**src/rtl/int_to_float.sv**
```systemverilog
// Three-stage pipelined integer to IEEE-754 converter with valid/ready stream handshake.
// All stages advance together whenever the output slot is free or being drained.
module int_to_float #(
  parameter int IN_WIDTH  = 32,
  parameter int EXP_WIDTH = 8,
  parameter int MAN_WIDTH = 23
) (
  input  logic                         clk,
  input  logic                         rst_n,
  input  logic [IN_WIDTH-1:0]          in_data,
  input  logic                         in_signed,
  input  logic                         in_valid,
  output logic                         in_ready,
  output logic [EXP_WIDTH+MAN_WIDTH:0] out_data,
  output logic                         out_inexact,
  output logic                         out_valid,
  input  logic                         out_ready
);

  localparam int FW      = IN_WIDTH - 1;
  localparam int PW      = $clog2(IN_WIDTH);
  localparam int XW      = EXP_WIDTH + PW + 1;
  localparam int EW      = FW + MAN_WIDTH + 1;
  localparam int BIAS    = (1 << (EXP_WIDTH - 1)) - 1;
  localparam int EXP_MAX = (1 << EXP_WIDTH) - 1;

  logic en;

  logic                s1_valid_q, s1_sign_q;
  logic [IN_WIDTH-1:0] s1_mag_q;
  logic                s1_sign_d;
  logic [IN_WIDTH-1:0] s1_mag_d;

  logic                s2_valid_q, s2_sign_q, s2_zero_q;
  logic [PW-1:0]       s2_pos_q;
  logic [FW-1:0]       s2_frac_q;
  logic [PW-1:0]       s2_pos_d, shamt;
  logic [FW-1:0]       s2_frac_d;
  logic                s2_zero_d;

  logic                         s3_valid_q;
  logic [EXP_WIDTH+MAN_WIDTH:0] out_data_q, out_data_d;
  logic                         out_inexact_q, out_inexact_d;

  assign en          = out_ready | ~s3_valid_q;
  assign in_ready    = en;
  assign out_valid   = s3_valid_q;
  assign out_data    = out_data_q;
  assign out_inexact = out_inexact_q;

  // The two's complement of the signed minimum is itself, which is the correct magnitude.
  always_comb begin
    s1_sign_d = in_signed & in_data[IN_WIDTH-1];
    s1_mag_d  = s1_sign_d ? (~in_data + IN_WIDTH'(1)) : in_data;
  end

  // Leading-one search and normalisation; the leading one itself is implicit and dropped.
  always_comb begin
    s2_pos_d = '0;
    for (int i = 0; i < IN_WIDTH; i++) begin
      if (s1_mag_q[i]) s2_pos_d = PW'(i);
    end
    shamt     = PW'(IN_WIDTH - 1) - s2_pos_d;
    s2_frac_d = FW'(s1_mag_q << shamt);
    s2_zero_d = ~|s1_mag_q;
  end

  logic [EW-1:0]        ext;
  logic [MAN_WIDTH-1:0] frac, frac_rnd;
  logic                 guard, sticky, round_up, carry, ovf;
  logic [XW-1:0]        exp_full;

  // Zero padding below the fraction makes the exact case fall out with guard = sticky = 0.
  always_comb begin
    ext              = {s2_frac_q, {(MAN_WIDTH + 1){1'b0}}};
    frac             = ext[EW-1 -: MAN_WIDTH];
    guard            = ext[FW];
    sticky           = |ext[FW-1:0];
    round_up         = guard & (sticky | frac[0]);
    {carry, frac_rnd} = {1'b0, frac} + {{MAN_WIDTH{1'b0}}, round_up};
    exp_full         = XW'(s2_pos_q) + XW'(BIAS) + XW'(carry);
    ovf              = exp_full >= XW'(EXP_MAX);

    out_data_d    = '0;
    out_inexact_d = 1'b0;
    if (!s2_zero_q) begin
      if (ovf) begin
        out_data_d    = {s2_sign_q, {EXP_WIDTH{1'b1}}, {MAN_WIDTH{1'b0}}};
        out_inexact_d = 1'b1;
      end else begin
        out_data_d    = {s2_sign_q, exp_full[EXP_WIDTH-1:0], frac_rnd};
        out_inexact_d = guard | sticky;
      end
    end
  end

  always_ff @(posedge clk or negedge rst_n) begin
    if (!rst_n) begin
      s1_valid_q    <= 1'b0;
      s1_sign_q     <= 1'b0;
      s1_mag_q      <= '0;
      s2_valid_q    <= 1'b0;
      s2_sign_q     <= 1'b0;
      s2_zero_q     <= 1'b0;
      s2_pos_q      <= '0;
      s2_frac_q     <= '0;
      s3_valid_q    <= 1'b0;
      out_data_q    <= '0;
      out_inexact_q <= 1'b0;
    end else if (en) begin
      s1_valid_q <= in_valid;
      s2_valid_q <= s1_valid_q;
      s3_valid_q <= s2_valid_q;
      if (in_valid) begin
        s1_sign_q <= s1_sign_d;
        s1_mag_q  <= s1_mag_d;
      end
      if (s1_valid_q) begin
        s2_sign_q <= s1_sign_q;
        s2_zero_q <= s2_zero_d;
        s2_pos_q  <= s2_pos_d;
        s2_frac_q <= s2_frac_d;
      end
      if (s2_valid_q) begin
        out_data_q    <= out_data_d;
        out_inexact_q <= out_inexact_d;
      end
    end
  end

endmodule

```
**config.mk**
```make
export PLATFORM = sky130hd
export DESIGN_NAME = int_to_float
export DESIGN_NICKNAME = d
export VERILOG_FILES = /design/src/rtl/int_to_float.sv
export SDC_FILE = /design/constraint.sdc
export NUM_CORES = 1
export LEC_CHECK = 0
export ABC_CLOCK_PERIOD_IN_PS = 5750
export BUFFER_PORTS_ARGS = -buffer_cell sky130_fd_sc_hd__buf_2
export CELL_PAD_IN_SITES_DETAIL_PLACEMENT = 2
export CELL_PAD_IN_SITES_GLOBAL_PLACEMENT = 2
export CORE_ASPECT_RATIO = 1.1
export CORE_MARGIN = 2
export CORE_UTILIZATION = 38
export DETAILED_ROUTE_END_ITERATION = 8
export PLACE_DENSITY = 0.89
export SLEW_MARGIN = 20
export SYNTH_ARGS = -nofsm -noshare
export SYNTH_HDL_FRONTEND = slang
export SYNTH_SLANG_ARGS = --single-unit
```
**constraint.sdc**
```tcl
create_clock -name clk -period 5.75 [get_ports clk]
set_input_delay 0.2875 -clock clk [delete_from_list [all_inputs] [get_ports clk]]
set_output_delay 0.2875 -clock clk [all_outputs]
set_load 0.03 [all_outputs]
```
* After elaboration in Yosys (flattened, before gate mapping)
Cells that the tools add are included.
Storage, ports and cells: register bits after elaboration 107, bits in latches 0, bits in writable memories 0, memory bits (read-only) 0, output and inout bits 35, logic and storage cells 67, memories 0
Operators by class: add/subtract/negate cells 5, $mul 0, div/mod/pow operators 0, $lt $le $gt $ge 1, equal/unequal tests 0, shifts and indexed selects 1, mux-type cells 36, bitwise gates (word level) 7, reductions and logical operators 6
Operators by type and width (number):
- 5-bit two-way mux | 30
- 32-bit two-way mux | 2
- 32-bit by 1-bit adder with 32-bit output, second input constant | 1
- 32-bit NOT | 1
- 32-bit OR reduction | 1
- 32-bit by 5-bit << shifter with 31-bit output | 1
- 31-bit two-way mux | 1
- 23-bit by 1-bit adder with 24-bit output | 1
- 8-bit by 1-bit adder with 9-bit output | 1
- 9-bit by 8-bit greater-or-equal comparator with 1-bit output, second input constant | 1
- 5-bit by 7-bit adder with 8-bit output, second input constant | 1
- 7-bit OR reduction | 1
- 2-bit AND reduction | 3
- 5-bit subtractor, first input constant | 1
- 1-bit two-way mux | 3
- 1-bit bitwise OR | 3
- 1-bit AND | 2
- 1-bit logical NOT | 1
- 1-bit NOT | 1

* Longest topological paths before layout
Gate-level depths: netlist of the first run.
word-level depth 33, mapped depth 12

* Worst setup path before layout of the first run
No wires, ideal clock.
kind register to register, start reg s1_mag_q[5], end reg s2_frac_q[25], library setup time 125 ps, data arrival time 2388 ps, path slack 3236 ps, stages on the path, launching flop included 11, period minus slack after synthesis 2514 ps, cell sequence dfrtp_1 -> buf_2 -> o311a_1 -> o211ai_1 -> a21o_1 -> buf_2 -> mux4_2 -> and2_1 -> a221oi_2 -> a2bb2oi_1 -> a21oi_1
On the way: longest elaborated chain between the ends 29
Ends and longest elaborated chain:
- start: declaration | RTL line 30 | logic [IN_WIDTH-1:0] s1_mag_q;
- start signal: assignment | RTL line 116 | s1_mag_q <= s1_mag_d;
- 5-bit two-way mux (27 in series) | RTL line 61 | if (s1_mag_q[i]) s2_pos_d = PW'(i);
- 5-bit subtractor | RTL line 63 | shamt = PW'(IN_WIDTH - 1) - s2_pos_d;
- 32-bit by 5-bit << shifter with 31-bit output (*) | RTL line 64 | s2_frac_d = FW'(s1_mag_q << shamt);
- end signal: assignment | RTL line 122 | s2_frac_q <= s2_frac_d;
- end: declaration | RTL line 36 | logic [FW-1:0] s2_frac_q;
Every way passes the cells marked *; elsewhere a longest branch is shown, timed or not. A chain may end at the register's enable or synchronous reset.

* Worst setup path after layout of the first run
start reg s1_mag_q[3], end reg s2_frac_q[25]
On the way: longest elaborated chain between the ends 31
Ends and longest elaborated chain (RTL line):
- 5-bit two-way mux (29 in series) | 61
- 5-bit subtractor | 63
- 32-bit by 5-bit << shifter with 31-bit output (*) | 64
Marked as above.

==> impl_metrics.csv, run 1 <==
group,metric,value,unit
grt,grt_max_degree,65,
logic_synthesis,synth.distinct_cells,65,
grt,grt_pass1_vias,6443,
logic_synthesis,synth_top_area_share,39.7,%
power,vdd_ir_drop_max,191,µV
die,coreArea,17500,µm²
timing,tightest_slew,0.967,ns
die,chipHeight,144,µm
layout,finalNetCount,859,
timing,whs,0.225,ns
timing,rsz0062_at_grt,"false",
clock_network,root_buffer,"clkbuf_16",
timing,slew_headroom,34.9,%
logic_synthesis,syn-instance-count,769,
clock_network,ctsHoldBuffers,1,
clock_network,tritoncts,"yes",
power,p_leak,3.33,nW
logic_synthesis,syn_area_per_cell,8.76,µm²
routing,avgRoutedWirePerCell,20.4,µm
logic_synthesis,ys_ff_latch,107,
critical_path,start_kind,"flip-flop",
critical_path,r2r_start,"s1_mag_q[3]",
power,switchingPower,1.91,mW
routing,ant_nets,0,
grt,grt_pass1_wl,34.9,mm
timing,fmax,297,MHz
placement,dp_hpwl,16.9,mm
clock_network,clock_latency,0.36,ns
critical_path,cp_slowest_stage_delay,0.59,ns
routing,drt_wl_total,21.6,mm
grt,grt_overflow,0,
power,p_seq_share,33.5,%
layout,drive_gt1_share,14.4,%
layout,area_growth,12.5,%
timing,tns,0,ns
routing,drc,0,
placement,portBuffers,71,
timing,finalHoldViolCount,0,
power,p_per_area,530,nW/µm²
flow_run,cap_violations,0,
hold_path,hp-class,"in -> reg",
die,start_util,38.4,%
run_status,status,"finished, final reports clean",
clock_network,cts_max_level,3,
power,p_sw_share,47.5,%
power,power.total,4.02,mW
power,internal-power,2.11,mW
layout,fill_cells,2007,
die,pin_count,72,
logic_synthesis,synth_commonest_cells,"144 x nand2_1, 107 x dfrtp_1, 71 x o21ai_0, 57 x mux2i_1, 56 x nor2_1",
logic_synthesis,ys_seq_area_share,39.7,%
critical_path,path_max_fanout,22,
grt,antenna_found_initial,0,
critical_path,crit_required,5.99,ns
timing,post-route-period-util,58.6,%
critical_path,worstPathArrival,3.60,ns
layout,n_antenna_cell,0,
logic_synthesis,yosys_warnings,0,
critical_path,cpLargestDelayFamily,"compound AO/OA/AOI/OAI gates",
clock_network,cts.sinks,107,
logic_synthesis,synth_area,6740,µm²
logic_synthesis,synth_flop_cell,"dfrtp_1",
timing,slew_violations,0,
logic_synthesis,synth_edf_count,0,
clock_network,cts_buffers,9,
die,die_x,131,µm
critical_path,path_buf_inv,0,
die,die_area,18800,µm²
layout,post-route-util,43.2,%
routing,drt_iter0_markers,187,
power,p_clk_share,15.1,%
hold_path,hold_depth,3,
critical_path,rr_endpoint,"s2_frac_q[25]",
critical_path,cp-end-kind,"flip-flop",
logic_synthesis,ys_async_sr_fraction,100,%
placement,routabilityCongestion,0.888,
logic_synthesis,synthTopCellsByArea,"dfrtp_1 40%, mux2i_1 8.5%, nand2_1 8.0%",
logic_synthesis,yosys.area.top_type,"dfrtp_1",
timing,setup-violations-final,0,
timing,skew,0.00967,ns
timing,period_needed,3.37,ns
critical_path,crit_type,"reg -> reg",
clock_network,clk_pin_slew,0.07,ns
routing,via_per_inst,5.66,
logic_synthesis,synth_most_common_cell,"nand2_1",
routing,first_pass_iters,4,
clock_network,clk_path_buf_depth,2,
critical_path,reg2reg_slack,2.38,ns
hold_path,worstHoldEndpoint,"s1_mag_q[31]",
die,num_rows,51,
power,comb_power_share,51.4,%
critical_path,ff2ff_path_depth,9,
critical_path,cpMaxStageDelayCell,"a21o_2",
grt,grt_usage,23.9,%
logic_synthesis,synth_nets,811,
routing,via_count,6000,
hold_path,worstHoldStart,"in_data[31]",
clock_network,cts.repair.resized,0,
critical_path,crit_chain,"nor2_1, o311a_1, o211ai_1, a21o_2, mux4_2, and2_1, a221oi_2, a2bb2oi_1, a21oi_1",
clock_network,cts_setup_buffers,0,
layout make-up:
type	count	area, µm²	area share, %
Tap cell	238	298	3.93
Clock buffer	11	243	3.20
Clock inverter	5	35.0	0.462
Multi-Input combinational cell	604	3820	50.4
Inverter	14	52.6	0.694
Sequential cell	107	2680	35.3
Timing Repair Buffer	81	455	6.01
per-stage QoR:
stage	instance area (µm²)	std cells	setup slack [ns]
after floorplan	6740	769	3.24
after global placement	7260	1042	2.19
final	7580	1060	2.38
after CTS	7550	1059	2.02
after global routing	7580	1060	2.20
after detailed placement	7260	1042	2.06
state kept, by name, indices dropped and copies added (netlist names):
register and flops:
s1_mag_q 32, out_data 32, s1_sign_q 1, s2_sign_q 1, s2_valid_q 1, s1_valid_q 1, s2_frac_q 31, s2_zero_q 1
out_inexact 1, out_valid 1, s2_pos_q 5
logic make-up (layout without fill, tap and decap cells):
group	after synthesis	in the layout	synth area share, %
adder cells (fa/ha/maj)	5	5	0.929
multiplexers	67	67	10.7
flip-flops	107	107	39.7
AO/OA/AOI/OAI	198	198	19.6
buffers and inverters	58	111	3.64
XOR/XNOR	53	53	6.89
AND/OR/NAND/NOR	281	281	18.5
layer usage:
layer	vias up	GRT usage, %	part of all wire (%)
met1	2987	28.4	42
li1	2845	-	-
met2	131	43.6	52
met4	0	9.91	3.1
met3	37	2.38	2.7
met5	-	0	0
cell usage in the layout, fill, tap and decap left out, drive strengths merged, types with 4 or more instances in the layout:
cell type  instances
nand2b             8
a22o               6
o21ai             83
nand3             15
nor2              56
o31ai             20
nand2            144
buf               80
ha                 5
mux2i             58
a21oi             22
xor2              34
xnor2             19
a221o              4
a31oi              8
nor3              15
o41ai              4
o211ai             5
dfrtp            107
a2bb2oi            4
clkbuf            11
o22ai              4
inv               16
and3               4
and2               7
mux2               7
nor4              14
or3                5
a221oi             7
worst register-to-register path, delay by kind of cell (launching register included):
kind	cells	cell delay [ns]
and+or+nand+nor	2	0.28
muxes	1	0.60
AOI/OAI and AO/OA	6	1.88
DFF	1	0.47
power groups by stage:
| stage | clock [mW] | sequential, mW | combinational [mW] |
|---|---|---|---|
| finish | 0.608 | 1.35 | 2.06 |
| global route | 0.645 | 1.40 | 2.26 |
| CTS | 0.619 | 1.35 | 2.06 |
| detailed placement | 0 | 1.36 | 2.05 |
| global placement | 0 | 1.33 | 1.95 |
| floorplan | 0 | 1.46 | 1.30 |
how the worst max path moves through the flow:
| stage | startpoint | endpoint | cells past startpoint | slack, ns |
|---|---|---|---|---|
| 2_1_floorplan | s1_mag_q[5] | s2_frac_q[25] | 10 | 3.24 |
| 3_3_place_gp | s1_mag_q[5] | s2_frac_q[25] | 8 | 2.19 |
| 3_5_place_dp | s1_mag_q[3] | s2_frac_q[25] | 9 | 2.06 |
| 4_1_cts | s1_mag_q[3] | s2_frac_q[25] | 9 | 2.02 |
| 5_1_grt | s1_mag_q[16] | s2_frac_q[25] | 9 | 2.20 |
| 6_report | s1_mag_q[3] | s2_frac_q[25] | 9 | 2.38 |
Power figures use the tool's default switching activity.
==> run 2: changes to the inputs <==
--- a/config.mk
+++ b/config.mk
@@ -5,15 +5,16 @@
 export SDC_FILE = /design/constraint.sdc
 export NUM_CORES = 1
 export LEC_CHECK = 0
-export ABC_CLOCK_PERIOD_IN_PS = 5750
+export ABC_AREA = 1
+export ABC_CLOCK_PERIOD_IN_PS = 2800
 export BUFFER_PORTS_ARGS = -buffer_cell sky130_fd_sc_hd__buf_2
 export CELL_PAD_IN_SITES_DETAIL_PLACEMENT = 2
 export CELL_PAD_IN_SITES_GLOBAL_PLACEMENT = 2
 export CORE_ASPECT_RATIO = 1.1
 export CORE_MARGIN = 2
-export CORE_UTILIZATION = 38
+export CORE_UTILIZATION = 30
 export DETAILED_ROUTE_END_ITERATION = 8
-export PLACE_DENSITY = 0.89
+export PLACE_DENSITY = 0.82
 export SLEW_MARGIN = 20
 export SYNTH_ARGS = -nofsm -noshare
 export SYNTH_HDL_FRONTEND = slang
==> constraint.sdc (replaced) <==
create_clock -name clk -period 2.8 [get_ports clk]
set_input_delay 0.14 -clock clk [delete_from_list [all_inputs] [get_ports clk]]
set_output_delay 0.14 -clock clk [all_outputs]
set_load 0.03 [all_outputs]
==> run 2 against run 1 <==
Compared with the run above:
- the flow now finishes with violations (negative setup slack)
- fmax shrank 11%
- clock-buffer cell count shrank 1
- register-to-register slack lost 3.4 ns
- final cell count grew 43%
- power grew to 3.2 times the previous value
- via count grew 44%
- non-clock buffer count grew 153
- sequential share of layout area shrank 11 points
- clock skew grew 0.015 ns
- combinational power grew to 4.2 times the previous value
- setup slack lost 3.4 ns
- largest power group unchanged
==> impl_metrics.csv, run 2 <==
group,metric,value,unit
grt,grt_overflow,0,
hold_path,worstHoldStart,"in_data[12]",
placement,dpl_worst_slack,-0.534,ns
logic_synthesis,synth_flop_cell,"dfrtp_1",
logic_synthesis,syn-instance-count,1012,
logic_synthesis,synth_area,6940,µm²
layout,finalNetCount,1253,
timing,rsz0062_at_grt,"true",
timing,setup-violations-final,56,
critical_path,crit_type,"reg -> reg",
critical_path,rr_endpoint,"s2_frac_q[29]",
die,start_util,30.5,%
logic_synthesis,synth_edf_count,0,
grt,grtUsageMet3,3.30,%
critical_path,path_buf_inv,3,
timing,tns,-35.11,ns
flow_run,cap_violations,0,
critical_path,worstPathArrival,4.09,ns
layout,seqCellArea,2680,µm²
grt,met2_usage,51.0,%
die,pin_count,72,
clock_network,clk_path_buf_depth,2,
clock_network,cts.sinks,107,
timing,post-route-period-util,135,%
critical_path,path_max_fanout,7,
logic_synthesis,synthTopCellsByArea,"dfrtp_1 39%, nand2_1 15%, nand3_1 14%",
critical_path,crit_required,3.11,ns
layout,final_cells,1516,
placement,dp.cells,1424,
critical_path,cp-end-kind,"flip-flop",
routing,avgRoutedWirePerCell,27.3,µm
critical_path,critical_path.most_common_cell,"nand2_1",
logic_synthesis,synth_top_area_share,38.6,%
grt,grt_usage,27.2,%
placement,portBuffers,71,
grt,grt_pass1_vias,9062,
placement,dp_hpwl,19.3,mm
die,num_rows,58,
grt,met1_usage,30.3,%
routing,via_per_inst,5.71,
timing,period_needed,3.79,ns
grt,antenna_found_initial,0,
die,coreArea,22800,µm²
routing,via_count,8657,
die,die_x,149,µm
layout,n_antenna_cell,0,
timing,finalHoldViolCount,0,
clock_network,clk_pin_slew,0.08,ns
timing,slew_headroom,35.4,%
timing,tightest_slew,0.964,ns
routing,drc,0,
layout,final_common_cell,"nand2_1",
routing,drt_wl_total,41.3,mm
critical_path,cp_slowest_stage_delay,0.41,ns
layout,fill_cells,2429,
routing,ant_nets,0,
clock_network,clock_latency,0.40,ns
layout,final_cell_mix,"197 x nand2_1, 116 x buf_4, 107 x dfrtp_1",
layout,drive_gt1_share,45.0,%
logic_synthesis,yosys_warnings,0,
logic_synthesis,syn_area_per_cell,6.86,µm²
timing,fmax,264,MHz
grt,busiest_layer,"met2",
timing,fin_ws,-0.987,ns
hold_path,hold_depth,3,
clock_network,root_buffer,"clkbuf_16",
routing,drt_iter0_markers,471,
critical_path,cpLargestDelayFamily,"simple AND/OR/NAND/NOR gates",
die,die_area,24400,µm²
timing,whs,0.0681,ns
logic_synthesis,synth_most_common_cell,"nand2_1",
logic_synthesis,ys_ff_latch,107,
routing,first_pass_iters,4,
logic_synthesis,synth_nets,1054,
layout,multiInputGateArea,5490,µm²
logic_synthesis,synth_commonest_cells,"280 x nand2_1, 197 x nand3_1, 107 x dfrtp_1, 91 x inv_1, 73 x o21ai_0",
grt,grt_pass1_wl,51.1,mm
layout,fin_area,11200,µm²
hold_path,hp-class,"in -> reg",
clock_network,tritoncts,"yes",
die,chipHeight,164,µm
critical_path,r2r_start,"s1_mag_q[2]",
power,p_per_area,1170,nW/µm²
placement,dpl_cell_area,8230,µm²
run_status,violations,"negative setup slack",
clock_network,cts_buffers,9,
timing,slew_violations,0,
logic_synthesis,synth.distinct_cells,40,
logic_synthesis,ys_async_sr_fraction,100,%
critical_path,reg2reg_slack,-0.99,ns
critical_path,ff2ff_path_depth,39,
placement,routabilityCongestion,0.825,
power,p_leak,5.19,nW
clock_network,cts_max_level,3,
critical_path,start_kind,"flip-flop",
logic_synthesis,yosys.area.top_type,"dfrtp_1",
grt,grt_max_degree,61,
logic_synthesis,ys_seq_area_share,38.6,%
critical_path,cpMaxStageDelayCell,"dfrtp_1",
layout,area_growth,60.8,%
hold_path,worstHoldEndpoint,"s1_mag_q[12]",
timing,skew,0.0245,ns
power,vdd_ir_drop_max,375,µV
run_status,status,"finished with violations",
[run 2: cell type report]
| cell class | count | area share, % |
|---|---|---|
| Tap cell | 300 | 3.36 |
| Clock inverter | 6 | 0.695 |
| Inverter | 97 | 3.42 |
| Multi-Input combinational cell | 762 | 49.2 |
| Clock buffer | 10 | 2.14 |
| Timing Repair Buffer | 234 | 17.2 |
| Sequential cell | 107 | 24.0 |
[run 2: cells by family (layout without fill, tap and decap cells)]
kind of cell             after synthesis  after routing  synth area share [%]
adder cells (fa/ha/maj)                5              5                 0.901
buffers and inverters                143            347                  8.38
AO/OA/AOI/OAI                        132            132                  10.7
XOR/XNOR                              33             33                  4.16
flip-flops                           107            107                  38.6
AND/OR/NAND/NOR                      592            592                  37.2
[run 2: repair_timing]
item | 4_1_cts | 5_1_grt
hold buffers | 1 | 0
endpoints found under the hold margin | 47 | 0
resized for setup | 161 | 285
endpoints found under the setup margin | 48 | 60
buffers inserted | 68 | 33
gates cloned | 4 | 1
pin swaps | 39 | 90
[run 2: report_power, final]
part	total (mW)	internal, mW	leakage, nW	switching (mW)
combinational	8.72	3.02	3.70	5.70
sequential	2.86	2.13	1.33	0.729
clock	1.48	0.742	0.159	0.736
[run 2: stage by stage]
| step | power [mW] | utilization, % |
|---|---|---|
| CTS | 10.1 | 42.3 |
| detailed placement | 7.61 | 36.1 |
| floorplan | 5.76 | - |
| global placement | 7.35 | 36.1 |
| global route | 13.6 | 49.0 |
| finish | 13.1 | 49.0 |
[run 2: worst max path at each step]
stage | from | to | slack, ns | cells after the start
2_1_floorplan | s2_frac_q[3] | out_data[27] | 0.02 | 23
3_3_place_gp | s2_frac_q[3] | out_data[25] | -0.36 | 22
3_5_place_dp | s2_frac_q[2] | out_data[25] | -0.53 | 22
4_1_cts | s2_frac_q[2] | out_data[21] | -0.36 | 24
5_1_grt | s1_mag_q[2] | s2_frac_q[29] | -1.29 | 39
6_report | s1_mag_q[2] | s2_frac_q[29] | -0.99 | 39
[run 2: routing by layer]
metal,up-vias,part of all wire [%]
met3,199,4.0
met4,0,7.7
met5,-,0
met2,331,53
met1,4376,36
li1,3751,-
[run 2: worst min-delay path, stage by stage]
cell     delay, ns
buf_2         0.10
xnor2_1       0.10
o21ai_0       0.06
